==> src/rtl/spi_flash_reader.sv <==
// spi_flash_reader: SPI mode-0 master that reads a block of 32-bit words from
// a serial flash. It sends READ (0x03) and a 24-bit address, then streams data
// bytes in. Every four bytes form one little-endian word on a valid/ready port.
//
// Ports:
//   clk, rst            system clock, synchronous active-high reset
//   start               one-cycle request, sampled only in IDLE
//   start_addr          flash byte address of the first byte
//   word_count          number of 32-bit words to read (0 gives an empty transfer)
//   busy, done          transfer in progress / one-cycle completion pulse
//   word_data           assembled word, lowest-address byte in [7:0]
//   word_valid          word_data holds an unconsumed word
//   word_ready          consumer accepts the word
//   spi_cs_n            flash chip select, active low
//   spi_sclk            serial clock, idle low
//   spi_mosi            master-out data (DQ0)
//   spi_miso            master-in data (DQ1)
module spi_flash_reader #(
  parameter int unsigned CLK_DIV = 2,
  parameter int unsigned CNT_W   = 16
) (
  input  logic             clk,
  input  logic             rst,
  input  logic             start,
  input  logic [23:0]      start_addr,
  input  logic [CNT_W-1:0] word_count,
  output logic             busy,
  output logic             done,
  output logic [31:0]      word_data,
  output logic             word_valid,
  input  logic             word_ready,
  output logic             spi_cs_n,
  output logic             spi_sclk,
  output logic             spi_mosi,
  input  logic             spi_miso
);

  localparam int unsigned DIV_W = (CLK_DIV < 2) ? 1 : $clog2(CLK_DIV);
  localparam logic [DIV_W-1:0] DIV_MAX = DIV_W'(CLK_DIV - 1);
  localparam logic [7:0] CMD_READ = 8'h03;

  typedef enum logic [2:0] {
    S_IDLE,
    S_CS_SETUP,
    S_CMD_ADDR,
    S_DATA,
    S_CS_HOLD,
    S_WAIT_DRAIN
  } state_t;

  state_t           state;
  state_t           state_next;
  logic [DIV_W-1:0] div_cnt;
  logic [4:0]       bit_cnt;
  logic [CNT_W-1:0] words_left;
  logic [31:0]      shift_out;
  logic [30:0]      shift_in;

  logic        tick_c;
  logic        shifting_c;
  logic        stall_c;
  logic        rise_c;
  logic        fall_c;
  logic        handshake_c;
  logic [31:0] cmd_c;
  logic [31:0] full_c;
  logic [31:0] word_c;

  // Bit-timing strobes derived from the half-period divider
  assign tick_c      = (div_cnt == DIV_MAX);
  assign shifting_c  = (state == S_CMD_ADDR) || (state == S_DATA);
  assign handshake_c = word_valid && word_ready;
  // Hold SCLK low before a new word while the output register is still full
  assign stall_c     = (state == S_DATA) && !spi_sclk && (bit_cnt == 5'd0) &&
                       word_valid && !word_ready;
  assign rise_c      = shifting_c && tick_c && !spi_sclk && !stall_c;
  assign fall_c      = shifting_c && tick_c && spi_sclk;
  assign cmd_c       = {CMD_READ, start_addr};

  // Bytes arrive MSB first in address order; swap bytes to little-endian
  assign full_c = {shift_in, spi_miso};
  assign word_c = {full_c[7:0], full_c[15:8], full_c[23:16], full_c[31:24]};

  // Next-state logic
  always_comb begin
    state_next = state;
    case (state)
      S_IDLE:       if (start && (word_count != '0)) state_next = S_CS_SETUP;
      S_CS_SETUP:   if (tick_c) state_next = S_CMD_ADDR;
      S_CMD_ADDR:   if (fall_c && (bit_cnt == 5'd31)) state_next = S_DATA;
      S_DATA:       if (fall_c && (bit_cnt == 5'd31) && (words_left == '0))
                      state_next = S_CS_HOLD;
      S_CS_HOLD:    if (tick_c) state_next = S_WAIT_DRAIN;
      S_WAIT_DRAIN: if (!word_valid || word_ready) state_next = S_IDLE;
      default:      state_next = S_IDLE;
    endcase
  end

  // State register plus datapath and registered outputs
  always_ff @(posedge clk) begin
    if (rst) begin
      state      <= S_IDLE;
      div_cnt    <= '0;
      bit_cnt    <= '0;
      words_left <= '0;
      shift_out  <= '0;
      shift_in   <= '0;
      busy       <= 1'b0;
      done       <= 1'b0;
      word_data  <= '0;
      word_valid <= 1'b0;
      spi_cs_n   <= 1'b1;
      spi_sclk   <= 1'b0;
      spi_mosi   <= 1'b0;
    end else begin
      state <= state_next;
      done  <= 1'b0;
      if (handshake_c) word_valid <= 1'b0;

      case (state)
        S_IDLE: begin
          div_cnt <= '0;
          bit_cnt <= '0;
          if (start) begin
            if (word_count != '0) begin
              busy       <= 1'b1;
              spi_cs_n   <= 1'b0;
              shift_out  <= cmd_c;
              spi_mosi   <= cmd_c[31];
              words_left <= word_count;
            end else begin
              done <= 1'b1;
            end
          end
        end

        S_CS_SETUP, S_CS_HOLD: begin
          div_cnt <= tick_c ? '0 : div_cnt + DIV_W'(1);
          if ((state == S_CS_HOLD) && tick_c) spi_cs_n <= 1'b1;
        end

        S_CMD_ADDR, S_DATA: begin
          if (!stall_c) div_cnt <= tick_c ? '0 : div_cnt + DIV_W'(1);
          if (rise_c) begin
            spi_sclk <= 1'b1;
            if (state == S_DATA) begin
              shift_in <= full_c[30:0];
              if (bit_cnt == 5'd31) begin
                word_data  <= word_c;
                word_valid <= 1'b1;
                words_left <= words_left - CNT_W'(1);
              end
            end
          end
          if (fall_c) begin
            spi_sclk <= 1'b0;
            bit_cnt  <= bit_cnt + 5'd1;
            if ((state == S_CMD_ADDR) && (bit_cnt != 5'd31)) begin
              spi_mosi  <= shift_out[30];
              shift_out <= shift_out << 1;
            end else begin
              spi_mosi <= 1'b0;
            end
          end
        end

        S_WAIT_DRAIN: begin
          if (!word_valid || word_ready) begin
            done <= 1'b1;
            busy <= 1'b0;
          end
        end

        default: ;
      endcase
    end
  end

endmodule

==> config.mk <==
export PLATFORM = sky130hd
export DESIGN_NAME = spi_flash_reader
export DESIGN_NICKNAME = d
export VERILOG_FILES = /design/src/rtl/spi_flash_reader.sv
export SDC_FILE = /design/constraint.sdc
export NUM_CORES = 1
export LEC_CHECK = 0
export CORE_UTILIZATION = 30
export CTS_BUF_LIST = sky130_fd_sc_hd__clkbuf_16
export CTS_CLUSTER_DIAMETER = 100
export DETAILED_ROUTE_END_ITERATION = 6
export SLEW_MARGIN = 20
export SYNTH_ARGS = -nofsm -noshare
export SYNTH_HDL_FRONTEND = slang
export SYNTH_SLANG_ARGS = --single-unit
==> constraint.sdc <==
create_clock -name clk -period 2.2 [get_ports clk]
set_clock_uncertainty 0.2 [all_clocks]
set_input_delay 0.22 -clock clk [delete_from_list [all_inputs] [get_ports clk]]
set_output_delay 0.22 -clock clk [all_outputs]
set_load 0.02 [all_outputs]
==> results summary, run 1 <==
The maximum clock insertion buffer count came out at 2. Derived from the worst setup path, the maximum achievable clock frequency is 0.461 GHz. The number of nets produced by synthesis is 717. The number of standard-cell rows in the floorplan is 49. The via count normalized by instance count came out at 4.93. The max capacitance violation total came out at 0.

In the routed design, unresolved DRC markers number 0. During I/O placement, the number of pins put on the boundary was 83. The number of CTS-inserted buffers came out at 17. The critical path goes through ha_4, and3_4, ha_4, nand3b_1, a211oi_4, buf_6, buf_12, mux2i_1, nor2_1. The max-slew headroom at the worst pin came out at 45.4%. Leaving out fill and tap cells, the most frequent cell in the layout is sky130_fd_sc_hd__nand2_1. For this block, the routed nets add up to 15,000 um of wire. The flow ran to the end, and the final reports show no timing, DRC or antenna violations. The total count of max-transition violations in the final report is 0.

The number of enable flip-flop cells after synthesis is 0. STA classifies the critical path endpoint as a flip-flop. Dividing the detail-routed wire length by the instance count gives 14.4 um. The most used flip-flop cell after synthesis is sky130_fd_sc_hd__dfxtp_1. In the final layout, the share of cells above drive strength 1 is 18.3%. The count of TritonRoute iterations in the first routing pass is 5.

The maximum fanout encountered on the critical timing path came out at 7. The final weighted congestion in routability-driven placement came out at 0.835. The number of failing hold endpoints at the final stage is 0. For the worst setup path, the data required time is 2.27 ns. Setup violations remaining at the end of the flow were counted as 0. The number of warnings printed during yosys synthesis came out at 0. The capture instance of the worst register-to-register path is word_data[29]. The register clock-pin slew on the reported worst setup and hold paths came out at 0.06 ns. 0 antenna diodes ended up in the layout. The final net count is 847. The transition at the pin with the smallest max-transition slack came out at 0.819 ns. The power density normalized to cell area is 1070 mW/mm2.

The floorplan die height is 138 um. The data arrival time of the critical path is 2.24 ns. Summing the sequential cell areas from Yosys gives 45.3% of the chip area. The count of nets left with antenna violations once routing finished came out at 0.

The detailed router finished its first iteration with 273 violations. The synthesized instance count is 667. The worst hold path belongs to the class in2reg. After legalization and detailed placement, the total HPWL measured 8950 um. The area of the mapped netlist came out at 0.00552 mm2. Setup slack on the critical path of the routed design comes to 0.0292 ns. The setup slack at placement came out at -0.113 ns.

CTS saw 125 sinks. The synthesized area per cell is 8.27 um2. The area enclosed by the die boundary is 0.0189 mm2. The initial antenna violation count is 0. The total via count after detailed routing is 5,116. The library cell contributing the largest single delay on the critical path is sky130_fd_sc_hd__dfxtp_4. The x dimension of the die came out at 138 um.

The worst setup path is of the reg2reg kind. The flop and latch count out of synthesis is 125. The initial core utilization is 30.6%. The number of different library cells in the post-synthesis netlist came out at 63. Global routing finished with a remaining overflow of 0.

Relative to the synthesized area, the layout overhead comes to 44.0%. The count of cells along the worst register-to-register path came out at 9. The static leakage came out at 2.84 nW. The critical path starts at bit_cnt[1]. The number of fillers in the final layout came out at 1,788. The time the final worst path needs with I/O delays and setup is 2.17 ns. Entering global routing, the biggest net connects 71 pins.

The tree is rooted in a sky130_fd_sc_hd__clkbuf_16. For this design, the CTS-stage hold fixing added 0 buffers. The async set-or-reset flop fraction in the synthesized netlist came out at 0%.

The clock insertion delay at the later pin of the skew report is 0.42 ns. The via count of the first global-routing pass came out at 4,811. The top cell types in the final layout, fill and taps aside, are 145 x sky130_fd_sc_hd__nand2_1, 123 x sky130_fd_sc_hd__dfxtp_1, 81 x sky130_fd_sc_hd__clkdlybuf4s50_1, 79 x sky130_fd_sc_hd__nor2_1, 68 x sky130_fd_sc_hd__a21oi_1. The number of cells in the finished layout apart from fillers is 1,037. Input and output buffers added on the ports amount to 82. The first global-routing pass estimated 23,200 um of wire. STA classifies the critical path startpoint as a flip-flop. The capture point of the worst path is word_data[29]. Setup repair after global routing could not meet its margin everywhere. The worst setup slack for register-to-register paths came out at 0.03 ns. TritonCTS built the clock tree. The number of cells after detailed placement came out at 990. The worst-case IR drop observed on VDD is 0.551 mV. The final total power came out at 8.47 mW.

The ratio of final minimum period to clock period is 98.7%. The combined global-route utilization of all metal layers is 15.6%. The number of levels in the clock H-tree is 4. The core region is 0.0180 mm2. The largest single stage delay on the critical path is 0.36 ns. The startpoint identified for the worst register-to-register timing path is bit_cnt[1].

Counting stages on the worst path, the most repeated cell is sky130_fd_sc_hd__ha_4. On the final layout, the worst hold slack is 0.156 ns.
[worst max-delay path, delay by kind of cell (launching register included)]
family                   cells  cell delay [ns]
AND/OR/NAND/NOR              3             0.35
multiplexers                 1             0.20
adder cells (fa/ha/maj)      2             0.27
flip-flops                   1             0.36
AO/OA/AOI/OAI                1             0.29
buffers and inverters        2             0.37
[state kept, by name, summed over array words and instances (netlist names)]
register    flops
done            1
div_cnt         1
words_left     16
shift_out      31
spi_cs_n        1
shift_in       31
state           3
word_data      32
spi_mosi        1
busy            1
spi_sclk        1
bit_cnt         5
word_valid      1
[worst min-delay path by stage]
| stage | start | cells after the start | end | slack [ns] |
|---|---|---|---|---|
| 6_report | rst | 2 | word_data[29] | 0.16 |
| 3_5_place_dp | shift_out[27] | 2 | shift_out[27] | 0.25 |
| 5_1_grt | rst | 2 | word_data[29] | 0.19 |
| 3_3_place_gp | shift_out[29] | 2 | shift_out[29] | 0.24 |
| 4_1_cts | rst | 2 | word_data[29] | 0.15 |
| 2_1_floorplan | spi_miso | 2 | shift_in[0] | 0.16 |
[synthesized netlist by cell type, types with 3 or more instances]
cell type	count	area share, %
sky130_fd_sc_hd__or2_2	3	0.34
sky130_fd_sc_hd__a311oi_1	23	3.6
sky130_fd_sc_hd__buf_2	13	1.2
sky130_fd_sc_hd__nor2_1	80	5.4
sky130_fd_sc_hd__nand2_1	145	9.9
sky130_fd_sc_hd__o21ai_1	11	1.0
sky130_fd_sc_hd__or3_1	3	0.34
sky130_fd_sc_hd__buf_4	13	1.8
sky130_fd_sc_hd__a31oi_1	6	0.68
sky130_fd_sc_hd__o21ai_0	8	0.73
sky130_fd_sc_hd__or2_1	3	0.34
sky130_fd_sc_hd__nor4_4	5	1.9
sky130_fd_sc_hd__mux2i_1	32	5.8
sky130_fd_sc_hd__dfxtp_1	125	45
sky130_fd_sc_hd__inv_1	8	0.54
sky130_fd_sc_hd__and2_1	3	0.34
sky130_fd_sc_hd__ha_1	5	1.1
sky130_fd_sc_hd__nand4_1	5	0.57
sky130_fd_sc_hd__nor3_1	11	1.0
sky130_fd_sc_hd__nand3_1	13	1.2
sky130_fd_sc_hd__clkbuf_1	24	1.6
sky130_fd_sc_hd__nor4_1	3	0.34
sky130_fd_sc_hd__nor2b_1	3	0.34
sky130_fd_sc_hd__nand2b_1	3	0.34
sky130_fd_sc_hd__a21oi_1	70	6.3
[metrics by stage]
step | util [%] | area [um2] | TNS, ns
finish | 44.1 | 7950 | 0
global route | 44.1 | 7950 | -2.31
CTS | 42.8 | 7710 | -0.0207
detailed placement | 38.7 | 6980 | -5.39
global placement | 38.7 | 6980 | -5.92
floorplan | - | 5520 | 0
[layer usage]
layer	global-route usage [%]	part of all wire (%)	vias to the layer above	routed length (um)
li1	-	-	2587	-
met1	19.7	47	2407	6970
met2	25.2	47	109	7060
met3	4.71	5.3	13	792
met4	5.01	0.93	0	139
met5	0	0	-	0
[layout make-up]
class                           instances  area, um2  share of cell area, %
Multi-Input combinational cell        483       2840                   35.8
Sequential cell                       125       2510                   31.5
Timing Repair Buffer                  162       1710                   21.5
Clock buffer                           17        425                   5.35
Tap cell                              229        287                   3.60
Clock inverter                         13        151                   1.90
Inverter                                8       30.0                  0.378
[repair_timing]
item	CTS	global route
gates resized for setup	12	20
gates cloned	3	6
setup buffers	6	2
pin swaps	4	15
endpoints found under the setup margin	63	108
[kinds of logic (layout without fill, tap and decap cells)]
family,count (synthesis),in the layout,synth area share [%]
AOI/OAI and AO/OA,149,149,17.5
xor gates and xnor gates,3,3,0.476
adders and majority gates,5,5,1.13
buffers and inverters,59,200,5.19
DFF,125,125,45.3
muxes,32,32,5.80
and+or+nand+nor,294,294,24.6
[where the power goes]
part	switching [mW]	internal (mW)
logic	1.57	1.33
registers	0.254	2.55
clock network	1.02	1.75
total	2.84	5.63
Power figures use the tool's default switching activity.
==> run 2, diff against run 1 <==
Settings changed: GPL_TIMING_DRIVEN set to 1.
Clock period 2.2 ns to 2.1 ns, I/O delays scaled along.
==> results summary, run 2 (synthesis gave the netlist of run 1 again) <==
The number of failing hold endpoints at the final stage is 0 (unchanged). The area enclosed by the die boundary came out at 0.0189 mm2 (unchanged). The via count of the first global-routing pass was 4,817 (was 4,811).

The time the final worst path needs with I/O delays and setup is 2.17 ns (about the same). The remaining antenna violation count came to 0 (unchanged). The worst voltage drop across the vdd grid is 0.568 mV (was 0.551 mV). The global-route wire length before repair is 23,400 um (was 23,200 um). The final weighted congestion in routability-driven placement is 0.827 (was 0.835).

The pin count of the biggest net entering global routing was 38 (was 71). The routed wirelength normalized by instance count came to 14.5 um (was 14.4 um). The instance area at placement was 0.00709 mm2 (was 0.00698 mm2). The initial core utilization came to 30.6% (unchanged). The critical path endpoint category is a flip-flop (unchanged). The number of fillers in the final layout came to 1,727 (was 1,788). The initial antenna violation count was 0 (unchanged).

The portion of total power attributed to the clock network was 30.6% (was 32.7%). The register clock-pin slew on the reported worst setup and hold paths came out at 0.06 ns (about the same). The total global routing overflow is 0 (unchanged). The number of CTS-inserted buffers is 17 (unchanged). The commonest non-fill, non-tap cell in the layout is sky130_fd_sc_hd__nand2_1 (unchanged).

RSZ-0062 raised after global routing: yes (unchanged). The transition at the pin with the smallest max-transition slack is 0.557 ns (was 0.819 ns). The flip-flop count of the largest register after layout is 32 (unchanged).

The total via count after detailed routing is 5,140 (was 5,116). The I/O pin count is 83 (unchanged). The number of levels in the clock H-tree came out at 4 (unchanged). The clock sink count is 125 (unchanged).

The minimum setup slack in the final design came out at -0.0740 ns (was 0.0292 ns). The end-of-flow core utilization came out at 46.2% (was 44.1%). The clock tree root buffer cell is sky130_fd_sc_hd__clkbuf_16 (unchanged). The category of the critical setup timing path is reg2reg (unchanged). The largest register by flop count is word_data (unchanged). The final HPWL from detailed placement was 9210 um (was 8950 um). The area growth from synthesis to final layout is 50.8% (was 44.0%).

The area of the core is 0.0180 mm2 (unchanged). Status: finished, violations left (was completed). Biggest regs: word_data x32, shift_in x31, shift_out x31 (unchanged). The DRC violations left is 0 (unchanged).

The required time at the endpoint of the critical path is 2.18 ns (was 2.27 ns). The number of standard-cell rows in the floorplan came out at 49 (unchanged). The count of TritonRoute iterations in the first routing pass is 4 (was 5). The internal power of the cells came out at 5.97 mW (was 5.63 mW). The max capacitance violation total was 0 (unchanged). The via count normalized by instance count came out at 4.85 (was 4.93).

The maximum fanout encountered on the critical timing path was 6 (was 7). The final net count came out at 867 (was 847). The combined global-route utilization of all metal layers was 15.9% (was 15.6%). The floorplan die height is 138 um (unchanged). The number of port buffers is 82 (unchanged). The net switching power figure is 3.18 mW (was 2.84 mW). The CTS tree is done (unchanged). The static leakage was 2.99 nW (was 2.84 nW). The detailed-route wire length is 15,300 um (was 15,000 um). The sort of element at the start of the critical path was a flip-flop (unchanged).

The ratio of final minimum period to clock period was 104% (was 98.7%). Commonest non-fill, non-tap cells in the layout: 124 x sky130_fd_sc_hd__nand2_1, 123 x sky130_fd_sc_hd__dfxtp_1, 81 x sky130_fd_sc_hd__clkdlybuf4s50_1, 79 x sky130_fd_sc_hd__nor2_1, 68 x sky130_fd_sc_hd__buf_4 (was 145 x sky130_fd_sc_hd__nand2_1, 123 x sky130_fd_sc_hd__dfxtp_1, 81 x sky130_fd_sc_hd__clkdlybuf4s50_1, 79 x sky130_fd_sc_hd__nor2_1, 68 x sky130_fd_sc_hd__a21oi_1). The sequential group share of total power is 31.9% (was 33.1%). The maximum frequency from static timing analysis was 0.460 GHz (was 0.461 GHz). The classification of the worst-slack hold path is in2reg (unchanged). The summed area of non-filler cells in the final layout came out at 0.00832 mm2 (was 0.00795 mm2). The power density normalized to cell area came out at 1100 mW/mm2 (was 1070 mW/mm2).

The checks that failed: negative setup slack. The area taken by flip-flops and latches is 0.00251 mm2 (about the same). The starting DRC count in detailed routing is 214 (was 273). The multi-input gate area in the final layout came out at 0.00301 mm2 (was 0.00284 mm2). The maximum clock insertion buffer count came out at 2 (unchanged). The total count of max-transition violations in the final report was 0 (unchanged). The clock insertion delay at the later pin of the skew report is 0.42 ns (about the same). The max-slew headroom at the worst pin is 62.9% (was 45.4%).

The data arrival time of the critical path is 2.26 ns (was 2.24 ns). The switching part of the total came out at 34.8% (was 33.5%). The share of post-route cells with drive strength above 1 is 25.8% (was 18.3%).

The antenna diode count came out at 0 (unchanged). The number of cells after detailed placement is 1,002 (was 990). The count of final setup violators is 69 (was 0). The x dimension of the die was 138 um (unchanged). The combinational group share of total power came to 37.5% (was 34.3%). The number of cells in the finished layout apart from fillers came out at 1,059 (was 1,037).
-- run 2: cell count changes in the layout (fill, tap and decap cells not counted), sizes merged --
cell	change
buf	+19
inv	+5
clkinv	+2
bufinv	-2
clkinvlp	-3
clkbuf	+1
-- run 2: what timing repair did --
item,in CTS,in global routing
hold buffers,0,0
resized for setup,30,61
cloned,3,7
setup buffers,8,7
endpoints found under the hold margin,0,0
setup endpoints to repair,107,111
pin swaps,11,41
-- run 2: layout make-up --
cell class	count	share of cell area, %
repair buffers	182	23.1
clock buffers	17	5.11
inverters	8	0.361
clock inverters	15	1.67
well taps	229	3.44
flip-flops and latches	125	30.2
multi-input cells	483	36.1
-- run 2: critical path: stages (launching register included) --
cell and delay [ns]:
sky130_fd_sc_hd__dfxtp_4 0.36, sky130_fd_sc_hd__inv_1 0.04, sky130_fd_sc_hd__ha_1 0.18, sky130_fd_sc_hd__nor4b_2 0.15, sky130_fd_sc_hd__buf_4 0.15, sky130_fd_sc_hd__a211oi_4 0.25
sky130_fd_sc_hd__buf_6 0.15, sky130_fd_sc_hd__a21oi_4 0.05, sky130_fd_sc_hd__buf_12 0.16, sky130_fd_sc_hd__buf_8 0.13, sky130_fd_sc_hd__o21ai_2 0.14, sky130_fd_sc_hd__a21oi_1 0.08
-- run 2: path summary, 6_finish.rpt --
kind / startpoint / endpoint / slack (ns) / cells past startpoint
hold / removal: rst / word_data[24] / 0.01 / 2
hold reg to reg: shift_out[27] / shift_out[27] / 0.25 / 2
setup reg to reg: bit_cnt[0] / words_left[4] / -0.07 / 11
setup / recovery: bit_cnt[0] / words_left[4] / -0.07 / 11
-- run 2: power by group through the flow --
stage                     clock (mW)  combinational [mW]  sequential, mW
after floorplan                    0                1.81            2.91
final                           2.80                3.43            2.92
after global placement             0                2.89            2.94
after detailed placement           0                2.89            2.94
after global routing            2.98                3.75            2.96
after CTS                       2.89                3.22            2.90
-- run 2: through the flow --
step	power (mW)	TNS, ns	hold slack, ns	worst slack, ns
final	9.15	-2.09	0.0136	-0.0740
after global routing	9.69	-11.35	0.0215	-0.167
after CTS	9.01	-4.24	0.00153	-0.102
after detailed placement	5.84	-17.49	0.247	-0.233
after global placement	5.83	-15.80	0.243	-0.209
after floorplan	4.72	0	0.146	0.0544
-- run 2: per-layer routing --
metal	up-vias	wire, um	part of all wire, %	GRT usage, %
met2	94	7280	47	25.6
li1	2629	-	-	-
met3	15	833	5.4	4.45
met5	-	0	0	0
met4	0	127	0.83	5.86
met1	2402	7100	46	20.0
